### config.mk
export PLATFORM = sky130hd
export DESIGN_NAME = pwl_act_pipe
export DESIGN_NICKNAME = d
export VERILOG_FILES = /design/src/rtl/pwl_act_pkg.sv /design/src/rtl/pwl_coef_table.sv /design/src/rtl/pwl_act_pipe.sv
export SDC_FILE = /design/constraint.sdc
export NUM_CORES = 1
export LEC_CHECK = 0
export BUFFER_PORTS_ARGS = -buffer_cell sky130_fd_sc_hd__buf_2
export CELL_PAD_IN_SITES_DETAIL_PLACEMENT = 1
export CELL_PAD_IN_SITES_GLOBAL_PLACEMENT = 1
export CORE_UTILIZATION = 52
export CTS_CLUSTER_DIAMETER = 30
export DETAILED_ROUTE_END_ITERATION = 16
export PLACE_DENSITY = 0.93
export SLEW_MARGIN = 30
export SYNTH_ARGS = -nofsm -noshare
export SYNTH_HDL_FRONTEND = slang
export SYNTH_SLANG_ARGS = --single-unit
### constraint.sdc
create_clock -name clk -period 21 [get_ports clk]
set_clock_uncertainty 0.15 [all_clocks]
set_input_delay 3.15 -clock clk [delete_from_list [all_inputs] [get_ports clk]]
set_output_delay 3.15 -clock clk [all_outputs]
set_load 0.02 [all_outputs]
### src/rtl/pwl_act_pkg.sv
// Shared definitions for the piecewise-linear activation pipeline:
// mode encoding and width/constant helpers derived from the datapath parameters.
package pwl_act_pkg;

    typedef enum logic {
        MODE_TANH    = 1'b0,
        MODE_SIGMOID = 1'b1
    } mode_e;

    // Fixed-point 1.0 in the y format.
    function automatic int one_of(input int frac_w);
        return 1 << frac_w;
    endfunction

    // Largest positive value of a signed word of the given width.
    function automatic int pos_max_of(input int data_w);
        return (1 << (data_w - 1)) - 1;
    endfunction

    // Full width of the unsigned slope * |x| product.
    function automatic int prod_w_of(input int data_w, input int coef_w);
        return data_w + coef_w;
    endfunction

    // Width of the product after dropping the slope fraction bits.
    function automatic int rnd_w_of(input int data_w, input int coef_w, input int coef_frac);
        return data_w + coef_w - coef_frac;
    endfunction

endpackage

### src/rtl/pwl_coef_table.sv
// Slope/intercept register file: one write port, one combinational read port,
// cleared by reset so a fresh table always has to be loaded.
module pwl_coef_table
    import pwl_act_pkg::*;
#(
    parameter int SEG_LOG2 = 3,
    parameter int COEF_W   = 16,
    parameter int DATA_W   = 16
) (
    input  logic                       clk,
    input  logic                       rst_n,
    input  logic                       we,
    input  logic [SEG_LOG2-1:0]        wr_addr,
    input  logic [COEF_W-1:0]          wr_slope,
    input  logic signed [DATA_W-1:0]   wr_icpt,
    input  logic [SEG_LOG2-1:0]        rd_addr,
    output logic [COEF_W-1:0]          rd_slope,
    output logic signed [DATA_W-1:0]   rd_icpt
);

    localparam int NSEG = 1 << SEG_LOG2;

    logic [COEF_W-1:0]        slope_q [NSEG];
    logic [COEF_W-1:0]        slope_d [NSEG];
    logic signed [DATA_W-1:0] icpt_q  [NSEG];
    logic signed [DATA_W-1:0] icpt_d  [NSEG];

    // Next table contents: hold everything, overwrite the addressed entry on a write.
    always_comb begin
        slope_d = slope_q;
        icpt_d  = icpt_q;
        if (we) begin
            slope_d[wr_addr] = wr_slope;
            icpt_d[wr_addr]  = wr_icpt;
        end
    end

    // Table storage; reset clears every entry.
    always_ff @(posedge clk or negedge rst_n) begin
        if (!rst_n) begin
            for (int i = 0; i < NSEG; i++) begin
                slope_q[i] <= '0;
                icpt_q[i]  <= '0;
            end
        end else begin
            slope_q <= slope_d;
            icpt_q  <= icpt_d;
        end
    end

    // Reads see the pre-write contents during a write cycle.
    assign rd_slope = slope_q[rd_addr];
    assign rd_icpt  = icpt_q[rd_addr];

endmodule

### src/rtl/pwl_act_pipe.sv
// Three-stage piecewise-linear tanh/sigmoid unit with a loadable segment table
// and a single global stall driven by the output handshake.
module pwl_act_pipe
    import pwl_act_pkg::*;
#(
    parameter int DATA_W    = 16,
    parameter int FRAC_W    = 8,
    parameter int SEG_LOG2  = 3,
    parameter int SEG_SHIFT = 7,
    parameter int COEF_W    = 16,
    parameter int COEF_FRAC = 14
) (
    input  logic                      clk,
    input  logic                      rst_n,
    input  logic                      in_valid,
    output logic                      in_ready,
    input  logic signed [DATA_W-1:0]  x_in,
    input  logic                      mode_in,
    output logic                      out_valid,
    input  logic                      out_ready,
    output logic signed [DATA_W-1:0]  y_out,
    input  logic                      cfg_we,
    input  logic [SEG_LOG2-1:0]       cfg_addr,
    input  logic [COEF_W-1:0]         cfg_slope,
    input  logic signed [DATA_W-1:0]  cfg_icpt
);

    localparam int STAGES    = 3;
    localparam int NSEG      = 1 << SEG_LOG2;
    localparam int PROD_W    = prod_w_of(DATA_W, COEF_W);
    localparam int RND_W     = rnd_w_of(DATA_W, COEF_W, COEF_FRAC);
    localparam int SUM_W     = RND_W + 2;
    localparam int ONE_I     = one_of(FRAC_W);
    localparam int POS_MAX_I = pos_max_of(DATA_W);

    localparam logic signed [DATA_W-1:0] ONE     = DATA_W'(ONE_I);
    localparam logic signed [DATA_W-1:0] POS_MAX = DATA_W'(POS_MAX_I);
    localparam logic signed [DATA_W-1:0] NEG_MIN = {1'b1, {(DATA_W-1){1'b0}}};

    // Round half up while discarding the slope fraction bits.
    function automatic logic [RND_W-1:0] round_half_up(input logic [PROD_W-1:0] p);
        logic [PROD_W-1:0] t;
        t = p + PROD_W'(1 << (COEF_FRAC - 1));
        return RND_W'(t >> COEF_FRAC);
    endfunction

    // Clamp the intercept+product sum into the non-negative y range.
    function automatic logic signed [DATA_W-1:0] clamp_pos(input logic signed [SUM_W-1:0] s);
        if (s < 0)
            return '0;
        else if (s > $signed(SUM_W'(POS_MAX_I)))
            return POS_MAX;
        else
            return s[DATA_W-1:0];
    endfunction

    // Clamp a sigmoid reflection into [0, ONE].
    function automatic logic signed [DATA_W-1:0] clamp_unit(input logic signed [DATA_W:0] s);
        if (s < 0)
            return '0;
        else if (s > $signed((DATA_W+1)'(ONE_I)))
            return ONE;
        else
            return s[DATA_W-1:0];
    endfunction

    logic stall;
    logic adv;

    logic [DATA_W-1:0]   a_p0;
    logic [DATA_W-1:0]   idx_p0;
    logic                sat_p0;
    logic [COEF_W-1:0]   slope_p0;
    logic signed [DATA_W-1:0] icpt_p0;

    logic                vld_p1_q, vld_p1_d;
    logic [DATA_W-1:0]   a_p1_q, a_p1_d;
    logic                sgn_p1_q, sgn_p1_d;
    logic                sat_p1_q, sat_p1_d;
    mode_e               mode_p1_q, mode_p1_d;
    logic [COEF_W-1:0]   slope_p1_q, slope_p1_d;
    logic signed [DATA_W-1:0] icpt_p1_q, icpt_p1_d;

    logic                vld_p2_q, vld_p2_d;
    logic [RND_W-1:0]    pr_p2_q, pr_p2_d;
    logic                sgn_p2_q, sgn_p2_d;
    logic                sat_p2_q, sat_p2_d;
    mode_e               mode_p2_q, mode_p2_d;
    logic signed [DATA_W-1:0] icpt_p2_q, icpt_p2_d;

    logic                vld_p3_q, vld_p3_d;
    logic signed [DATA_W-1:0] y_p3_q, y_p3_d;

    logic [PROD_W-1:0]        prod_p1;
    logic signed [SUM_W-1:0]  sum_p2;
    logic signed [DATA_W-1:0] ypos_p2;
    logic signed [DATA_W-1:0] yfin_p2;

    // A held output freezes every stage; empty output slots never stall.
    assign stall     = vld_p3_q & ~out_ready;
    assign adv       = ~stall;
    assign in_ready  = ~stall;
    assign out_valid = vld_p3_q;
    assign y_out     = y_p3_q;

    pwl_coef_table #(
        .SEG_LOG2 (SEG_LOG2),
        .COEF_W   (COEF_W),
        .DATA_W   (DATA_W)
    ) u_table (
        .clk      (clk),
        .rst_n    (rst_n),
        .we       (cfg_we),
        .wr_addr  (cfg_addr),
        .wr_slope (cfg_slope),
        .wr_icpt  (cfg_icpt),
        .rd_addr  (idx_p0[SEG_LOG2-1:0]),
        .rd_slope (slope_p0),
        .rd_icpt  (icpt_p0)
    );

    // Stage 1 front end: magnitude, segment index and saturation flag.
    always_comb begin
        if (x_in == NEG_MIN)
            a_p0 = POS_MAX;
        else if (x_in[DATA_W-1])
            a_p0 = -x_in;
        else
            a_p0 = x_in;
        idx_p0 = a_p0 >> SEG_SHIFT;
        sat_p0 = (idx_p0 >= DATA_W'(NSEG));
    end

    // Next-state for all stages; every register holds while stalled.
    always_comb begin
        // ---- stage 1: capture magnitude, sign, mode and coefficients
        vld_p1_d   = adv ? in_valid                  : vld_p1_q;
        a_p1_d     = adv ? a_p0                      : a_p1_q;
        sgn_p1_d   = adv ? x_in[DATA_W-1]            : sgn_p1_q;
        sat_p1_d   = adv ? sat_p0                    : sat_p1_q;
        mode_p1_d  = adv ? mode_e'(mode_in)          : mode_p1_q;
        slope_p1_d = adv ? slope_p0                  : slope_p1_q;
        icpt_p1_d  = adv ? icpt_p0                   : icpt_p1_q;

        // ---- stage 2: rounded slope * |x|
        prod_p1    = PROD_W'(slope_p1_q) * PROD_W'(a_p1_q);
        vld_p2_d   = adv ? vld_p1_q                  : vld_p2_q;
        pr_p2_d    = adv ? round_half_up(prod_p1)    : pr_p2_q;
        sgn_p2_d   = adv ? sgn_p1_q                  : sgn_p2_q;
        sat_p2_d   = adv ? sat_p1_q                  : sat_p2_q;
        mode_p2_d  = adv ? mode_p1_q                 : mode_p2_q;
        icpt_p2_d  = adv ? icpt_p1_q                 : icpt_p2_q;

        // ---- stage 3: intercept add, clamp and symmetry fold
        sum_p2  = {{(SUM_W-DATA_W){icpt_p2_q[DATA_W-1]}}, icpt_p2_q} + {2'b00, pr_p2_q};
        ypos_p2 = sat_p2_q ? ONE : clamp_pos(sum_p2);
        if (!sgn_p2_q)
            yfin_p2 = ypos_p2;
        else if (mode_p2_q == MODE_TANH)
            yfin_p2 = -ypos_p2;
        else
            yfin_p2 = clamp_unit({ONE[DATA_W-1], ONE} - {ypos_p2[DATA_W-1], ypos_p2});
        vld_p3_d = adv ? vld_p2_q : vld_p3_q;
        y_p3_d   = adv ? yfin_p2  : y_p3_q;
    end

    // Control state and the visible result: cleared by reset, dropping in-flight samples.
    always_ff @(posedge clk or negedge rst_n) begin
        if (!rst_n) begin
            vld_p1_q <= 1'b0;
            vld_p2_q <= 1'b0;
            vld_p3_q <= 1'b0;
            y_p3_q   <= '0;
        end else begin
            vld_p1_q <= vld_p1_d;
            vld_p2_q <= vld_p2_d;
            vld_p3_q <= vld_p3_d;
            y_p3_q   <= y_p3_d;
        end
    end

    // Internal datapath registers; qualified by the valids, so no reset needed.
    always_ff @(posedge clk) begin
        a_p1_q     <= a_p1_d;
        sgn_p1_q   <= sgn_p1_d;
        sat_p1_q   <= sat_p1_d;
        mode_p1_q  <= mode_p1_d;
        slope_p1_q <= slope_p1_d;
        icpt_p1_q  <= icpt_p1_d;
        pr_p2_q    <= pr_p2_d;
        sgn_p2_q   <= sgn_p2_d;
        sat_p2_q   <= sat_p2_d;
        mode_p2_q  <= mode_p2_d;
        icpt_p2_q  <= icpt_p2_d;
    end

endmodule

; Word-level counts from Yosys, hierarchy flattened
; Cells that the tools add are included.
[classes]
addsub = 5
mul = 1
order_cmp = 8
eq_ne = 1
muxes = 19
n_bitwise = 5
n_reduce_logical = 1
[op_table]
columns = cell, n
row1 = 128-bit bitwise mux, 2
row2 = 16-bit 2-to-1 mux, 14
row3 = 16-bit binary-select mux with 3-bit select, 2
row4 = 16-bit demux with 3-bit select, 1
row5 = "32-bit by 14-bit adder with 32-bit output, second input constant", 1
row6 = 16-bit by 16-bit multiplier with 32-bit output, 1
row7 = 16-bit negator, 2
row8 = 16-bit by 19-bit adder with 20-bit output, 1
row9 = "20-bit by 16-bit > comparator with 1-bit output, second input constant", 1
row10 = "20-bit by 1-bit less-than comparator with 1-bit output, second input constant", 1
row11 = "17-bit by 10-bit > comparator with 1-bit output, second input constant", 1
row12 = "17-bit by 1-bit less-than comparator with 1-bit output, second input constant", 1
row13 = "10-bit by 16-bit subtractor with 17-bit output, first input constant", 1
row14 = "16-bit == test, second input constant", 1
row15 = "9-bit by 4-bit greater-or-equal comparator with 1-bit output, second input constant", 1
row16 = "4-bit greater-or-equal comparator, second input constant", 2
row17 = 3-bit NOT with 4-bit output, 2
row18 = "4-bit by 1-bit less-than comparator with 1-bit output, second input constant", 1
row19 = 1-bit NOT, 2
row20 = 1-bit bitwise AND, 1
row21 = 1-bit logical AND, 1
[word_totals]
ff_bits = 363

; Depth between registers and ports, before layout
[logic_depth]
depth_word = 11
ltp_mapped = 25
depth_no_buf = 24

; Cells and area by module
; From an unflattened synthesis, not the netlist that was laid out.
[unflattened]
hier_cells = 2090
hier_area_um2 = 25391.9
[by_module_without_submodules]
columns = mod, instances, cells_per_inst, area_per_inst_um2, seq_area_each_um2
row1 = pwl_act_pipe, 1, 1425, 13756.9, 3118.0
row2 = pwl_coef_table, 1, 665, 11634.9, 6406.1

; Least setup slack after synthesis
; OpenSTA, ideal clock, no wires.
[synth_path]
kind = input to output
startpoint = in out_ready
endpoint = out in_ready
t_arrival_ns = 6.229
slack_ns = 11.471
cell_stages = 4
path_cell_list = nor2b_1 -> clkbuf_1 -> inv_1 -> clkbuf_1
[synth_between]
elab_chain_cells = 3
[synth_lines]
columns = element, line_no
row1 = "start, declared", pwl_act_pipe.sv:20  ; input logic out_ready,
row2 = 1-bit NOT, pwl_act_pipe.sv:100  ; assign stall = vld_p3_q & ~out_ready;
row3 = 1-bit bitwise AND, pwl_act_pipe.sv:100
row4 = 1-bit NOT, pwl_act_pipe.sv:102  ; assign in_ready = ~stall;
row5 = "end, declared", pwl_act_pipe.sv:16  ; output logic in_ready,
; No other way between the ends.

; Worst setup path after layout
[layout_path]
startpoint = reg slope_p1_q[11]
endpoint = reg pr_p2_q[17], data pin
[layout_between]
elab_chain_cells = 2
[layout_lines]
columns = element, line_no
row1 = "start, declared", pwl_act_pipe.sv:81  ; logic [COEF_W-1:0] slope_p1_q, slope_p1_d;
row2 = "start signal, assigned", pwl_act_pipe.sv:188  ; slope_p1_q <= slope_p1_d;
row3 = 16-bit by 16-bit multiplier with 32-bit output, pwl_act_pipe.sv:146  ; prod_p1 = PROD_W'(slope_p1_q) * PROD_W'(a_p1_q);
row4 = 32-bit by 14-bit adder with 32-bit output, pwl_act_pipe.sv:43  ; t = p + PROD_W'(1 << (COEF_FRAC - 1));
row5 = "end signal, assigned", pwl_act_pipe.sv:190  ; pr_p2_q <= pr_p2_d;
row6 = "end, declared", pwl_act_pipe.sv:85  ; logic [RND_W-1:0] pr_p2_q, pr_p2_d;
; No other way between the ends.
; A chain may end at the register's enable or synchronous reset.

==> results.yml <==
logic_synthesis:
  synth_top_area_cell: "dfrtp_1"
  synth_enable_flop_cells: 88
  ys.flop_type: "dfrtp_1"
  syn-instance-count: 2513
  syn_area_per_cell_um2: 10.17
  synth_seq_area_share: 0.3728
  syn_area_um2: 25550
  yosys_register_bits: 363
  async_flop_share: 0.7576
  synth_area_leaders: "dfrtp_1 27%, fa_1 15%, mux2_2 11%"
  synth.net_count: 2898
  synth.distinct_cells: 80
  yosysWarnings: 0
  yosys.area.top_type_share: 0.2693
sta:
  finalSetupViolCount: 0
  setup-tns-final_ns: 0
  hold_viol: 0
  fin_crit_sh: 0.4279
  rsz0062_at_grt: "no"
  slew_headroom: 0.2350
  report.final.slew_viol_count: 0
  worstMarginPinSlew_ns: 1.135
  fmax_mhz: 111.3
  period_minus_slack_ns: 8.987
clock_tree:
  max-clock-path-buffers: 3
  ctsHoldBuffers: 0
  cts_sinks: 363
  clkTransAtPathRegs_ns: 0.05
  clkLatencyLatePin_ns: 0.62
  cts_made_buffers: 80
  cts-resized-gates: 0
  cts_tree: "built"
  cts_setup_buffers: 0
  cts_root_buf: "clkbuf_16"
  cts_max_level: 3
placed_design:
  place_congestion: 0.8797
  placedInstanceArea_um2: 26400
  io_buffer_count: 74
  dp_hpwl_mm: 54.64
drt:
  post_drt_via_cell_ratio: 6.515
  ant_nets: 0
  wl_per_cell_um: 30.39
  num_vias: 21329
  wl_mm: 99.48
  drt-initial-drc-count: 2308
  drtPass1Iterations: 6
  remaining_drc_errors: 0
final_layout:
  nNetsFinal: 2938
  multiInputGateArea_um2: 14600
  fillers: 5041
  layout-drive-gt1-share: 0.1959
  register_area_um2: 9524
  final_cell_area_um2: 29260
  areaGrowthSynthToFinish_pct: 14.51
hold_path:
  hold_path_depth: 0
  min_to: "icpt_p2_q[6]$_DFFE_PN_"
  min_path_type: "reg -> reg"
  worstHoldStart: "icpt_p1_q[6]$_DFFE_PN_"
setup_path:
  cp-start-kind: "flop"
  r2r-start: "slope_p1_q[11]$_DFFE_PN_"
  reg2regPathDepth: 24
  cp.required_ns: 21.20
  crit_type: "reg -> reg"
  arrival_ns: 9.19
  crit_path_max_fanout: 16
  rr_endpoint: "pr_p2_q[17]$_DFFE_PN_"
  endpoint_kind: "flop"
  r2r_slack_ns: 12.01
floorplanning:
  ioPinCount: 75
  die_y_um: 223.7
  core.rowCount: 80
  die_area_um2: 50030
  floorplan.initialDensity: 0.5307
  die_x_um: 223.7
  core-area_um2: 48150
grt:
  antenna_found_initial: 8
  grt_pass1_vias: 24481
  grt_start_max_net_pins: 134
  track_usage: 0.4070
  overflow: 0
  grt_pass1_wl_mm: 151.1
flow_run:
  drv_cap: 0
outcome:
  status: "finished, final reports clean"
==> state kept, by name, indices dropped and copies added (netlist names), 16 cells and up <==
signal / cells
a_p1_q: 16
icpt_p1_q: 16
icpt_p2_q: 16
pr_p2_q: 18
slope_p1_q: 16
u_table.icpt_q: 128
u_table.slope_q: 128
y_out: 16
==> kinds of logic (layout without fill, tap and decap cells) <==
| logic type | Yosys count | count (layout) | synth area share |
|---|---|---|---|
| xor+xnor | 51 | 51 | 0.01748 |
| simple gates | 920 | 920 | 0.1665 |
| fa+ha+maj | 328 | 328 | 0.2179 |
| flops | 363 | 363 | 0.3728 |
| mux | 256 | 256 | 0.1128 |
| other cells | 0 | 5 | 0 |
| buf+inv | 385 | 485 | 0.05710 |
| compound gates | 210 | 210 | 0.05539 |
==> per-layer routing <==
layer | wire, µm | global-route usage
met1 | 32620 | 0.4296
met2 | 48870 | 0.6847
met3 | 9398 | 0.1209
met4 | 8576 | 0.3137
met5 | 27 | 0
==> cells in the mapped netlist (3+ instances only) <==
| master | number |
|---|---|
| a2111oi_0 | 5 |
| a211oi_1 | 3 |
| a21o_1 | 9 |
| a21oi_1 | 45 |
| a311oi_1 | 3 |
| a31oi_1 | 8 |
| and2_1 | 108 |
| and3_1 | 6 |
| buf_1 | 7 |
| buf_2 | 5 |
| clkbuf_1 | 121 |
| dfrtp_1 | 275 |
| edfxtp_1 | 88 |
| fa_1 | 195 |
| ha_1 | 133 |
| inv_1 | 250 |
| mux2_2 | 256 |
| nand2_1 | 503 |
| nand2b_1 | 14 |
| nand3_1 | 172 |
| nand3b_1 | 3 |
| nand4_1 | 10 |
| nand4b_1 | 6 |
| nor2_1 | 34 |
| nor2b_1 | 9 |
| nor3_1 | 20 |
| nor3b_1 | 4 |
| nor4_1 | 3 |
| o211ai_1 | 8 |
| o21a_1 | 7 |
| o21ai_0 | 60 |
| o21bai_1 | 5 |
| o31ai_1 | 14 |
| o41ai_1 | 3 |
| or2_2 | 4 |
| or3_1 | 9 |
| xnor2_1 | 24 |
| xor2_1 | 27 |
==> critical path: stages (launching register included) <==
cell       delay [ns]
edfxtp_1         0.77
nand2_1          0.18
fa_1             0.57
inv_1            0.06
fa_1             0.53
inv_1            0.06
fa_1             0.50
inv_1            0.05
fa_1             0.53
inv_1            0.05
fa_1             0.47
inv_1            0.05
fa_1             0.43
ha_1             0.30
a2111oi_0        0.52
o211ai_1         0.20
a21oi_1          0.43
o311ai_0         0.22
nor2b_1          0.21
a221oi_1         0.51
a21oi_1          0.28
a2111oi_1        0.95
o31ai_1          0.25
a21oi_1          0.33
xnor2_1          0.12
==> cells in the final DEF (no fill, tap or decap), types with 24 or more instances in the layout <==
cell,instances
xor2_1,27
inv_1,247
xnor2_1,24
dfrtp_1,275
ha_1,133
nor2_1,34
fa_1,195
and2_1,106
buf_2,73
o21ai_0,60
nand3_1,172
a21oi_1,45
nand2_1,502
mux2_2,256
edfxtp_1,88
clkbuf_16,82
==> cell type report <==
class,instances,area share
Sequential cell,363,0.3255
Tap cell,656,0.02805
Antenna cell,5,0.0004276
Clock inverter,46,0.02155
Inverter,250,0.03220
Timing Repair Buffer,93,0.01882
Clock buffer,96,0.07432
Multi-Input combinational cell,1765,0.4991
==> metrics by stage <==
| step | cells | hold WS (ns) | setup WS (ns) | utilization |
|---|---|---|---|---|
| CTS | 3268 | 0.2588 | 11.90 | 0.6066 |
| floorplan | 2513 | 0.2503 | 11.47 | - |
| global placement | 3126 | 0.2509 | 13.16 | 0.5483 |
| global route | 3271 | 0.2650 | 11.86 | 0.6075 |
| finish | 3274 | 0.2503 | 12.01 | 0.6077 |
| detailed placement | 3126 | 0.2575 | 12.57 | 0.5483 |
==> worst max path at each step <==
stage,cells after the start,to,from,slack [ns]
4_1_cts,24,pr_p2_q[17]$_DFFE_PN_,slope_p1_q[11]$_DFFE_PN_,11.90
6_report,24,pr_p2_q[17]$_DFFE_PN_,slope_p1_q[11]$_DFFE_PN_,12.01
3_5_place_dp,24,pr_p2_q[17]$_DFFE_PN_,slope_p1_q[7]$_DFFE_PN_,12.57
3_3_place_gp,15,icpt_p1_q[8]$_DFFE_PN_,x_in[0],13.16
5_1_grt,24,pr_p2_q[17]$_DFFE_PN_,slope_p1_q[11]$_DFFE_PN_,11.86
2_1_floorplan,4,in_ready,out_ready,11.47
Power is not shown: default switching activity piles up to over one toggle a cycle in this logic, so the estimate is an artifact.
